**src/rtl/acc_cpu_pkg.sv**
```systemverilog
// rtl/acc_cpu_pkg.sv - shared types and codes for the accumulator CPU sequencer
//
// Purpose: sequencer state enum, opcode map, ALU function codes and MAR
// source encodings used by acc_cpu_sequencer and acc_cpu_decode.
// No ports (package).

package acc_cpu_pkg;

  typedef enum logic [3:0] {
    ST_IDLE    = 4'd0,
    ST_F_ADDR  = 4'd1,
    ST_F_READ  = 4'd2,
    ST_F_MBR   = 4'd3,
    ST_F_IR    = 4'd4,
    ST_DECODE  = 4'd5,
    ST_O_ADDR  = 4'd6,
    ST_O_READ  = 4'd7,
    ST_O_MBR   = 4'd8,
    ST_EXEC    = 4'd9,
    ST_S_WRITE = 4'd10,
    ST_HALTED  = 4'd11
  } state_t;

  localparam logic [3:0] OP_NOP      = 4'h0;
  localparam logic [3:0] OP_LOAD     = 4'h1;
  localparam logic [3:0] OP_STORE    = 4'h2;
  localparam logic [3:0] OP_ADD      = 4'h3;
  localparam logic [3:0] OP_SUB      = 4'h4;
  localparam logic [3:0] OP_AND      = 4'h5;
  localparam logic [3:0] OP_OR       = 4'h6;
  localparam logic [3:0] OP_HALT     = 4'h7;
  localparam logic [3:0] OP_SKIPCOND = 4'h8;
  localparam logic [3:0] OP_JUMP     = 4'h9;
  localparam logic [3:0] OP_CLEAR    = 4'hA;
  localparam logic [3:0] OP_ADDI     = 4'hB;
  localparam logic [3:0] OP_JUMPI    = 4'hC;

  localparam logic [3:0] ALU_ADD = 4'b0000;
  localparam logic [3:0] ALU_SUB = 4'b0001;
  localparam logic [3:0] ALU_AND = 4'b1000;
  localparam logic [3:0] ALU_OR  = 4'b1001;

  localparam logic [1:0] MAR_SRC_PC  = 2'd0;
  localparam logic [1:0] MAR_SRC_IR  = 2'd1;
  localparam logic [1:0] MAR_SRC_MBR = 2'd2;

endpackage

```
**src/rtl/acc_cpu_decode.sv**
```systemverilog
// rtl/acc_cpu_decode.sv - opcode to instruction-class decoder
//
// Purpose: purely combinational classification of the IR opcode.
// Ports:
//   i_opcode   in  4  IR[15:12]
//   o_nop      out 1  retires straight from DECODE
//   o_operand  out 1  needs an operand read before EXEC
//   o_indirect out 1  needs a second, pointer-based operand read
//   o_store    out 1  operand address then memory write
//   o_direct   out 1  goes straight from DECODE to EXEC
//   o_halt     out 1  halts the sequencer
//   o_illegal  out 1  opcode D-F
//   o_alu_op   out 1  EXEC loads the ALU result into the accumulator
//   o_alu_sel  out 4  ALU function for o_alu_op instructions, else ADD (0000)

module acc_cpu_decode
  import acc_cpu_pkg::*;
(
  input  logic [3:0] i_opcode,
  output logic       o_nop,
  output logic       o_operand,
  output logic       o_indirect,
  output logic       o_store,
  output logic       o_direct,
  output logic       o_halt,
  output logic       o_illegal,
  output logic       o_alu_op,
  output logic [3:0] o_alu_sel
);

  always_comb begin
    o_nop      = 1'b0;
    o_operand  = 1'b0;
    o_indirect = 1'b0;
    o_store    = 1'b0;
    o_direct   = 1'b0;
    o_halt     = 1'b0;
    o_illegal  = 1'b0;
    o_alu_op   = 1'b0;
    o_alu_sel  = ALU_ADD;
    case (i_opcode)
      OP_NOP:      o_nop = 1'b1;
      OP_LOAD:     o_operand = 1'b1;
      OP_STORE:    o_store = 1'b1;
      OP_ADD: begin
        o_operand = 1'b1;
        o_alu_op  = 1'b1;
        o_alu_sel = ALU_ADD;
      end
      OP_SUB: begin
        o_operand = 1'b1;
        o_alu_op  = 1'b1;
        o_alu_sel = ALU_SUB;
      end
      OP_AND: begin
        o_operand = 1'b1;
        o_alu_op  = 1'b1;
        o_alu_sel = ALU_AND;
      end
      OP_OR: begin
        o_operand = 1'b1;
        o_alu_op  = 1'b1;
        o_alu_sel = ALU_OR;
      end
      OP_HALT:     o_halt = 1'b1;
      OP_SKIPCOND: o_direct = 1'b1;
      OP_JUMP:     o_direct = 1'b1;
      OP_CLEAR:    o_direct = 1'b1;
      OP_ADDI: begin
        o_operand  = 1'b1;
        o_indirect = 1'b1;
        o_alu_op   = 1'b1;
        o_alu_sel  = ALU_ADD;
      end
      OP_JUMPI:    o_operand = 1'b1;
      default:     o_illegal = 1'b1;
    endcase
  end

endmodule

```
**src/rtl/acc_cpu_sequencer.sv**
```systemverilog
// rtl/acc_cpu_sequencer.sv - fetch/decode/execute control FSM for the accumulator CPU
//
// Purpose: drives every datapath strobe, mux select, ALU code and memory
// write enable; counts retired instructions.
// Optional feature macro: ILLEGAL_TRAP_EN (opcodes D-F trap to HALTED and
// raise the extra output 'illegal'; otherwise they behave as NOP).
// Ports:
//   clk, reset_n           clock (rising edge), asynchronous active-low reset
//   start                  begin/resume; sampled only in IDLE and HALTED
//   instr[15:0]            IR contents; acc_zero / acc_neg accumulator status
//   mar_load, mar_src[1:0] MAR capture and source (PC / IR[11:0] / MBR)
//   mbr_load, ir_load      MBR and IR capture
//   pc_inc, pc_load,pc_src PC increment, jump load and jump source
//   acc_load, acc_src      accumulator load from ALU (0) or MBR (1)
//   acc_clear, alu_sel     accumulator clear, ALU function code
//   mem_we                 write accumulator to memory at MAR
//   busy, halted           status
//   instr_count[CNT_W-1:0] retired-instruction count (wraps)
//   illegal                (ILLEGAL_TRAP_EN only) trapped on opcode D-F

module acc_cpu_sequencer
  import acc_cpu_pkg::*;
#(
  parameter int ADDR_W = 12,
  parameter int CNT_W  = 16
) (
  input  logic             clk,
  input  logic             reset_n,
  input  logic             start,
  input  logic [15:0]      instr,
  input  logic             acc_zero,
  input  logic             acc_neg,
  output logic             mar_load,
  output logic [1:0]       mar_src,
  output logic             mbr_load,
  output logic             ir_load,
  output logic             pc_inc,
  output logic             pc_load,
  output logic             pc_src,
  output logic             acc_load,
  output logic             acc_src,
  output logic             acc_clear,
  output logic [3:0]       alu_sel,
  output logic             mem_we,
  output logic             busy,
  output logic             halted,
  output logic [CNT_W-1:0] instr_count
`ifdef ILLEGAL_TRAP_EN
  ,
  output logic             illegal
`endif
);

  state_t           r_state;
  state_t           w_next_state;
  logic             r_ind_pass;      // second (pointer) pass of an ADDI operand read
  logic             w_ind_pass_next;
  logic             w_retire;
  logic [CNT_W-1:0] r_instr_count;

  logic [3:0] w_opcode;
  logic [1:0] w_cond;
  logic       w_skip;
  logic       w_nop, w_operand, w_indirect, w_store, w_direct;
  logic       w_halt, w_illegal, w_alu_op;
  logic [3:0] w_alu_sel;
  logic       w_unused_instr;

  assign w_opcode       = instr[ADDR_W+3:ADDR_W];
  assign w_cond         = instr[ADDR_W-1:ADDR_W-2];
  assign w_unused_instr = |instr[ADDR_W-3:0];

  acc_cpu_decode u_decode (
    .i_opcode   (w_opcode),
    .o_nop      (w_nop),
    .o_operand  (w_operand),
    .o_indirect (w_indirect),
    .o_store    (w_store),
    .o_direct   (w_direct),
    .o_halt     (w_halt),
    .o_illegal  (w_illegal),
    .o_alu_op   (w_alu_op),
    .o_alu_sel  (w_alu_sel)
  );

  always_comb begin
    case (w_cond)
      2'b00:   w_skip = acc_neg;
      2'b01:   w_skip = acc_zero;
      2'b10:   w_skip = !acc_neg && !acc_zero;
      default: w_skip = 1'b0;
    endcase
  end

`ifdef ILLEGAL_TRAP_EN
  logic w_trap;
  logic r_illegal;
`endif

  // Next-state, indirect-pass and retire decode.
  always_comb begin
    w_next_state    = r_state;
    w_ind_pass_next = r_ind_pass;
    w_retire        = 1'b0;
`ifdef ILLEGAL_TRAP_EN
    w_trap          = 1'b0;
`endif
    case (r_state)
      ST_IDLE, ST_HALTED: if (start) w_next_state = ST_F_ADDR;
      ST_F_ADDR: w_next_state = ST_F_READ;
      ST_F_READ: w_next_state = ST_F_MBR;
      ST_F_MBR:  w_next_state = ST_F_IR;
      ST_F_IR:   w_next_state = ST_DECODE;
      ST_DECODE: begin
        w_ind_pass_next = 1'b0;
        if (w_halt) begin
          w_next_state = ST_HALTED;
          w_retire     = 1'b1;
        end else if (w_illegal) begin
`ifdef ILLEGAL_TRAP_EN
          w_next_state = ST_HALTED;
          w_trap       = 1'b1;
`else
          w_next_state = ST_F_ADDR;
          w_retire     = 1'b1;
`endif
        end else if (w_nop) begin
          w_next_state = ST_F_ADDR;
          w_retire     = 1'b1;
        end else if (w_direct) begin
          w_next_state = ST_EXEC;
        end else begin
          w_next_state = ST_O_ADDR;
        end
      end
      ST_O_ADDR: w_next_state = w_store ? ST_S_WRITE : ST_O_READ;
      ST_O_READ: w_next_state = ST_O_MBR;
      ST_O_MBR: begin
        if (w_indirect && !r_ind_pass) begin
          w_next_state    = ST_O_ADDR;
          w_ind_pass_next = 1'b1;
        end else begin
          w_next_state = ST_EXEC;
        end
      end
      ST_EXEC: begin
        w_next_state    = ST_F_ADDR;
        w_ind_pass_next = 1'b0;
        w_retire        = 1'b1;
      end
      ST_S_WRITE: begin
        w_next_state = ST_F_ADDR;
        w_retire     = 1'b1;
      end
      default: w_next_state = ST_IDLE;
    endcase
  end

  always_ff @(posedge clk or negedge reset_n) begin
    if (!reset_n) begin
      r_state       <= ST_IDLE;
      r_ind_pass    <= 1'b0;
      r_instr_count <= '0;
    end else begin
      r_state    <= w_next_state;
      r_ind_pass <= w_ind_pass_next;
      if (w_retire) r_instr_count <= r_instr_count + {{(CNT_W-1){1'b0}}, 1'b1};
    end
  end

`ifdef ILLEGAL_TRAP_EN
  always_ff @(posedge clk or negedge reset_n) begin
    if (!reset_n) begin
      r_illegal <= 1'b0;
    end else if ((r_state == ST_IDLE || r_state == ST_HALTED) && start) begin
      r_illegal <= 1'b0;
    end else if (w_trap) begin
      r_illegal <= 1'b1;
    end
  end

  assign illegal = r_illegal;
`endif

  // Outputs come from the state register only (plus IR and status for EXEC),
  // so everything drops as soon as reset forces IDLE.
  always_comb begin
    mar_load  = 1'b0;
    mar_src   = MAR_SRC_PC;
    mbr_load  = 1'b0;
    ir_load   = 1'b0;
    pc_inc    = 1'b0;
    pc_load   = 1'b0;
    pc_src    = 1'b0;
    acc_load  = 1'b0;
    acc_src   = 1'b0;
    acc_clear = 1'b0;
    alu_sel   = ALU_ADD;
    mem_we    = 1'b0;
    case (r_state)
      ST_F_ADDR: begin
        mar_load = 1'b1;
        mar_src  = MAR_SRC_PC;
      end
      ST_F_MBR, ST_O_MBR: mbr_load = 1'b1;
      ST_F_IR: begin
        ir_load = 1'b1;
        pc_inc  = 1'b1;
      end
      ST_O_ADDR: begin
        mar_load = 1'b1;
        mar_src  = r_ind_pass ? MAR_SRC_MBR : MAR_SRC_IR;
      end
      ST_S_WRITE: mem_we = 1'b1;
      ST_EXEC: begin
        if (w_alu_op) begin
          acc_load = 1'b1;
          alu_sel  = w_alu_sel;
        end
        case (w_opcode)
          OP_LOAD: begin
            acc_load = 1'b1;
            acc_src  = 1'b1;
          end
          OP_SKIPCOND: pc_inc = w_skip;
          OP_JUMP:     pc_load = 1'b1;
          OP_JUMPI: begin
            pc_load = 1'b1;
            pc_src  = 1'b1;
          end
          OP_CLEAR:    acc_clear = 1'b1;
          default: ;
        endcase
      end
      default: ;
    endcase
  end

  assign busy        = (r_state != ST_IDLE) && (r_state != ST_HALTED);
  assign halted      = (r_state == ST_HALTED);
  assign instr_count = r_instr_count;

endmodule

```
**config.mk**
```make
export PLATFORM = sky130hd
export DESIGN_NAME = acc_cpu_sequencer
export DESIGN_NICKNAME = d
export VERILOG_FILES = /design/src/rtl/acc_cpu_pkg.sv /design/src/rtl/acc_cpu_decode.sv /design/src/rtl/acc_cpu_sequencer.sv
export SDC_FILE = /design/constraint.sdc
export NUM_CORES = 1
export LEC_CHECK = 0
export ABC_AREA = 1
export BUFFER_PORTS_ARGS = -buffer_cell sky130_fd_sc_hd__buf_4
export CAP_MARGIN = 20
export CELL_PAD_IN_SITES_DETAIL_PLACEMENT = 0
export CELL_PAD_IN_SITES_GLOBAL_PLACEMENT = 1
export CORE_UTILIZATION = 31
export CTS_CLUSTER_SIZE = 30
export DETAILED_ROUTE_END_ITERATION = 7
export PLACE_DENSITY_LB_ADDON = 0.1
export SKIP_CTS_REPAIR_TIMING = 1
export SYNTH_ARGS = -nofsm -noshare
export SYNTH_HDL_FRONTEND = slang
export SYNTH_HIERARCHICAL = 1
export SYNTH_SLANG_ARGS = --single-unit
```
**constraint.sdc**
```tcl
create_clock -name clk -period 1.3 [get_ports clk]
set_clock_uncertainty 0.1 [all_clocks]
set_input_delay 0 -clock clk [delete_from_list [all_inputs] [get_ports clk]]
set_output_delay 0 -clock clk [all_outputs]
set_load 0.1 [all_outputs]
```
==> implementation parameters, run 1 <==
Parameter                              Value

Die
  Die width    74.6 µm
  Overall die area    0.00557 mm²
  Placement row count    26
  Y dimension of the die    roughly 75 µm
  Num ports    55
  Starting Density    between 30% and 40%
  Std-Cell Core Area    0.00511 mm²

Power and ir drop
  Leak Pwr    1.47 nW
  Worst VDD drop    2.46 mV
  Net Sw Frac    between 50% and 60%
  Internal    2.62 mW
  Power Total    5.57 mW
  Switching component of the power    2.95 mW
  Portion of total power attributed to combinational logic    between 70% and 80%
  Clock power share    8.0%
  Pwr dens    1830 mW/mm²
  Seq pwr share    17.0%

Drt
  Antenna viol nets, final    0
  Vias post-DR    1882
  Final WL    4.83 mm
  Final routed DRC violation total    0
  First-pass iteration count of the detailed router    5
  Routed WL per cell    11.4 µm
  Iteration-0 DRC Markers    68
  Detail-routed via count per cell    4.43

Critical path
  Required time at the endpoint of the critical path    between 1 and 1.5 ns
  Crit path kind    reg -> out
  CP Max Fanout    4
  Delay of the slowest cell on the worst path    approximately 0.4 ns
  Crit path top cell by count    sky130_fd_sc_hd__nand2_4
  Count of buffer and inverter cells on the critical path    2
  Setup slack on the worst flop-to-flop path    -0.30 ns
  Crit path max-delay cell type    sky130_fd_sc_hd__dfrtp_1
  Crit path arrival time    1.60 ns
  Worst path cell trace    inv_2 > nand2_4 > nor2_4 > nand2_4 > nor4_4 > buf_6
  Critical Path Sink Type    primary output
  Critical path's top delay family    simple AND/OR/NAND/NOR gates
  Startpoint Class    flip-flop

Cells and area
  Number of inserted filler cells in the final layout    470
  Core utilization of the finished layout    59.8%
  Leading cell type in the layout, fill and taps excluded    sky130_fd_sc_hd__buf_4
  Number of nets at the end of the flow    378
  Count of antenna diodes in the layout    0
  Most frequent cells in the layout    sky130_fd_sc_hd__buf_4, sky130_fd_sc_hd__nand2_1, sky130_fd_sc_hd__nor2_1, sky130_fd_sc_hd__inv_1, sky130_fd_sc_hd__nand2_2
  Final standard cell area without fillers    0.00305 mm²
  Cell Count, Final, Fillers Out    approximately 430
  Fraction of layout cells with a size suffix above 1    a little over half
  Area growth, synth to finish    86.8%

Run
  Reported max-cap violation count    0

STA
  Actual transition at the worst max-transition pin    ~1.7 ns
  Worst-case headroom to the max-slew limit    -16.0%
  PnR worst setup slack    -0.397 ns
  F_max    approximately 0.59 GHz
  Post-route clock period utilization    131%
  Worst Hold Slack    0.0528 ns
  Final sum of negative setup slack    -8.06 ns
  Final Setup Violations    37
  Period minus WS final    about 1.7 ns
  Number of slew-limit violations in the final report    2
  Hold Vio Cnt, Final    0
  Setup repair after global routing missed its margin    yes

Yosys
  Number of warning messages in the yosys log    6
  Synthesized area    0.00163 mm²
  Synth Instances    249
  Average instance area after synthesis    6.56 µm²

CTS
  Library cell used as clock root buffer    sky130_fd_sc_hd__clkbuf_8
  TritonCTS clock tree    built
  Clock tree buffer depth    2
  Number of clock sinks seen by CTS    21
  Worst-skew pair later-pin latency    between 0.2 and 0.3 ns
  Clock slew at reported path FFs    roughly 0.090 ns
  Total clock buffers created by CTS    3
  Max H-tree Level    1

Place
  Routability-driven placement congestion ratio    approximately 0.84
  Worst slack at placement    -0.227 ns
  Post-DP HPWL    3.70 mm
  Area after DPL    around 0.0026 mm²
  Number of cells after detailed placement    roughly 410
  Count of buffers inserted at the top-level ports    42

GRT
  Global-route usage over all layers    about 17%
  Wire length of the first global-routing pass    ~7 mm
  Grt met1 use    roughly a fifth
  GR Overflow Total    0
  Via count of the first global-routing pass    roughly 1700
  Number of antenna violations at the first check in global routing    0
  Global-route layer with the greatest usage    met2
  Met3 track utilization from global routing    under 10%
  Maximum number of pins on one net before global-route repair    22
  Met2 Track Usage GR    31.4%

Outcome
  Violated checks    max-slew violations, negative setup slack
  Outcome    finished, violations left

Hold path
  Hold WC Path Type    in -> async
-- layer usage --
layer / vias up / wire, µm
met1: 857 / 2000
met3: 4 / 120
li1: 988 / -
met4: 0 / 62
met5: - / 0
met2: 33 / 2650
-- path summary, 6_finish.rpt --
check / from / endpoint / depth (start not counted)
setup / recovery: r_state[1] / acc_clear / 6
hold / removal: reset_n / instr_count[2] / 2
hold reg to reg: instr_count[9] / instr_count[9] / 1
setup reg to reg: r_state[1] / instr_count[0] / 8
min in group clk: instr[14] / r_state[2] / 7
max in group asynchronous: reset_n / r_state[0] / 2
-- power by group through the flow --
stage               clock, mW  sequential [mW]  combinational (mW)
CTS                     0.468            0.940                3.41
finish                  0.444            0.949                4.18
global placement            0            0.947                3.41
floorplan                   0             1.43                1.92
global route            0.498            0.968                4.41
detailed placement          0            0.951                3.40
-- state kept, by name, indices dropped and copies added, names as in the netlist --
register,cells
instr_count,16
r_state,4
r_ind_pass,1
-- worst register-to-register path, cell delays in order (launching register included) --
cell,delay [ns]
sky130_fd_sc_hd__dfrtp_1,0.40
sky130_fd_sc_hd__inv_2,0.08
sky130_fd_sc_hd__nand2_4,0.08
sky130_fd_sc_hd__nor2_4,0.22
sky130_fd_sc_hd__buf_4,0.18
sky130_fd_sc_hd__nor2_4,0.05
sky130_fd_sc_hd__nand2_8,0.12
sky130_fd_sc_hd__buf_4,0.16
sky130_fd_sc_hd__xor2_1,0.14
-- final cells by class --
cell class,instances,area [µm²],area share [%]
Multi-Input combinational cell,194,1230,40.3
Clock buffer,3,41.3,1.35
Inverter,32,125,4.10
Timing Repair Buffer,104,1010,33.2
Clock inverter,1,5.00,0.164
Tap cell,70,87.6,2.87
Sequential cell,21,549,18.0
Note: power is estimated with default switching activity, not from simulation.
==> run 2: changes to the inputs <==
==> constraint.sdc (replaced) <==
create_clock -name clk -period 1.3 [get_ports clk]
set_clock_uncertainty 0.1 [all_clocks]
set_input_delay 0 -clock clk [delete_from_list [all_inputs] [get_ports clk]]
set_output_delay 0 -clock clk [all_outputs]
set_load 0.05 [all_outputs]
==> implementation parameters, run 2 (same netlist as run 1, synthesis figures left out) <==
Parameter                              Value

Place
  Routability-driven placement congestion ratio    0.811 (-4.0%)
  Area after DPL    0.00263 mm² (+1.2%)
  Number of cells after detailed placement    414 (+1.5%)
  Worst slack at placement    -0.195 ns (+0.0325 ns)
  Count of buffers inserted at the top-level ports    42 (unchanged)
  Post-DP HPWL    3.74 mm (+1.1%)

Critical path
  Critical Path Sink Type    primary output
  CP Max Fanout    4 (unchanged)
  Startpoint Class    flip-flop
  Crit path arrival time    1.59 ns (about the same)
  Delay of the slowest cell on the worst path    0.45 ns (+0.05 ns)
  Crit path max-delay cell type    sky130_fd_sc_hd__dfrtp_2
  Crit path top cell by count    sky130_fd_sc_hd__buf_6
  Worst path cell trace    inv_2 > nand2_4 > nor2_4 > buf_6 > nand2_8 > o22ai_4 > buf_6
  Required time at the endpoint of the critical path    1.20 ns (about the same)
  Crit path kind    reg -> out

CTS
  Clock tree buffer depth    2 (unchanged)
  Number of clock sinks seen by CTS    21 (unchanged)
  Clock slew at reported path FFs    0.09 ns (about the same)
  Worst-skew pair later-pin latency    0.27 ns (about the same)
  Total clock buffers created by CTS    3 (unchanged)
  TritonCTS clock tree    built
  Library cell used as clock root buffer    sky130_fd_sc_hd__clkbuf_8
  Max H-tree Level    1 (unchanged)

STA
  Final Setup Violations    37 (unchanged)
  Actual transition at the worst max-transition pin    0.886 ns (-0.848 ns)
  Worst Hold Slack    0.0511 ns (-0.00165 ns)
  Post-route clock period utilization    130% (-0.79 points)
  F_max    0.593 GHz (+0.61%)
  Period minus WS final    1.69 ns (-0.0102 ns)
  PnR worst setup slack    -0.387 ns (+0.0102 ns)
  Number of slew-limit violations in the final report    0 (-2)
  Setup repair after global routing missed its margin    yes
  Worst-case headroom to the max-slew limit    40.7% (+57 points)
  Hold Vio Cnt, Final    0 (unchanged)
  Final sum of negative setup slack    -8.28 ns (-0.224 ns)

Cells and area
  Area growth, synth to finish    87.0% (about the same)
  Final standard cell area without fillers    0.00306 mm² (about the same)
  Storage element area    546 µm² (-0.68%)
  Cell Count, Final, Fillers Out    435 (+2.4%)
  Fraction of layout cells with a size suffix above 1    55.1% (+2.1 points)
  Area of the multi-input gates    0.00125 mm² (+2.0%)
  Leading cell type in the layout, fill and taps excluded    sky130_fd_sc_hd__buf_4
  Core utilization of the finished layout    59.8% (about the same)
  Count of antenna diodes in the layout    0 (unchanged)
  Most frequent cells in the layout    sky130_fd_sc_hd__buf_4, sky130_fd_sc_hd__nand2_1, sky130_fd_sc_hd__nor2_1, sky130_fd_sc_hd__buf_6, sky130_fd_sc_hd__inv_1
  Number of inserted filler cells in the final layout    477 (+1.5%)
  Number of flip-flops under the largest register name    16 (unchanged)
  Number of nets at the end of the flow    388 (+2.6%)

Die
  Placement row count    26 (unchanged)
  Std-Cell Core Area    0.00511 mm² (unchanged)
  Starting Density    32.0% (unchanged)
  Y dimension of the die    74.6 µm (unchanged)
  Overall die area    0.00557 mm² (unchanged)
  Num ports    55 (unchanged)
  Die width    74.6 µm (unchanged)

Run
  Reported max-cap violation count    0 (unchanged)

Drt
  Final WL    4.93 mm (+2.2%)
  Detail-routed via count per cell    4.43 (about the same)
  Routed WL per cell    11.3 µm (-0.19%)
  Vias post-DR    1925 (+2.3%)
  Antenna viol nets, final    0 (unchanged)
  Iteration-0 DRC Markers    44 (-35%)
  First-pass iteration count of the detailed router    4 (-1)
  Final routed DRC violation total    0 (unchanged)

Power and ir drop
  Pwr dens    1610 mW/mm² (-12%)
  Leak Pwr    1.50 nW (+1.8%)
  Power Total    4.91 mW (-12%)
  Worst VDD drop    0.943 mV (-62%)

GRT
  GR Overflow Total    0 (unchanged)
  Via count of the first global-routing pass    1677 (+1.1%)
  Global-route usage over all layers    17.2% (+0.35 points)
  Wire length of the first global-routing pass    7.31 mm (+2.0%)
  Maximum number of pins on one net before global-route repair    22 (unchanged)
  Number of antenna violations at the first check in global routing    0 (unchanged)

Outcome
  Outcome    finished, violations left
  Violated checks    negative setup slack

Hold path
  Hold WC Path Type    in -> async
==> run 2: path summary, 6_finish.rpt <==
path	start	to	slack [ns]	cells past startpoint
setup / recovery	r_state[2]	pc_load	-0.39	7
hold / removal	reset_n	instr_count[14]	0.05	2
setup reg to reg	r_state[1]	instr_count[0]	-0.25	8
hold reg to reg	instr_count[6]	instr_count[6]	0.39	1
max in group asynchronous	reset_n	instr_count[4]	0.80	2
min in group clk	instr[14]	r_state[3]	0.17	6
==> run 2: layer usage <==
metal,wire length (µm),GRT usage (%)
met1,2150,19.9
met4,46,5.03
met2,2610,32.6
met3,120,2.17
met5,0,0
==> run 2: cell type report <==
type	count	share of cell area, %
clock buffers	4	1.47
inverters	32	4.10
multi-input cells	194	41.1
flip-flops and latches	21	17.9
well taps	70	2.87
repair buffers	114	32.6
==> run 2: power breakdown <==
group | internal (mW) | switching, mW
Combinational | 1.54 | 1.95
Sequential | 0.809 | 0.155
Clock | 0.219 | 0.239
==> run 2: worst max-delay path, delay by kind of cell (launching register included) <==
family	cells	cell delay, ns
flops	1	0.45
compound gates	1	0.16
buf+inv	3	0.43
simple gates	3	0.27
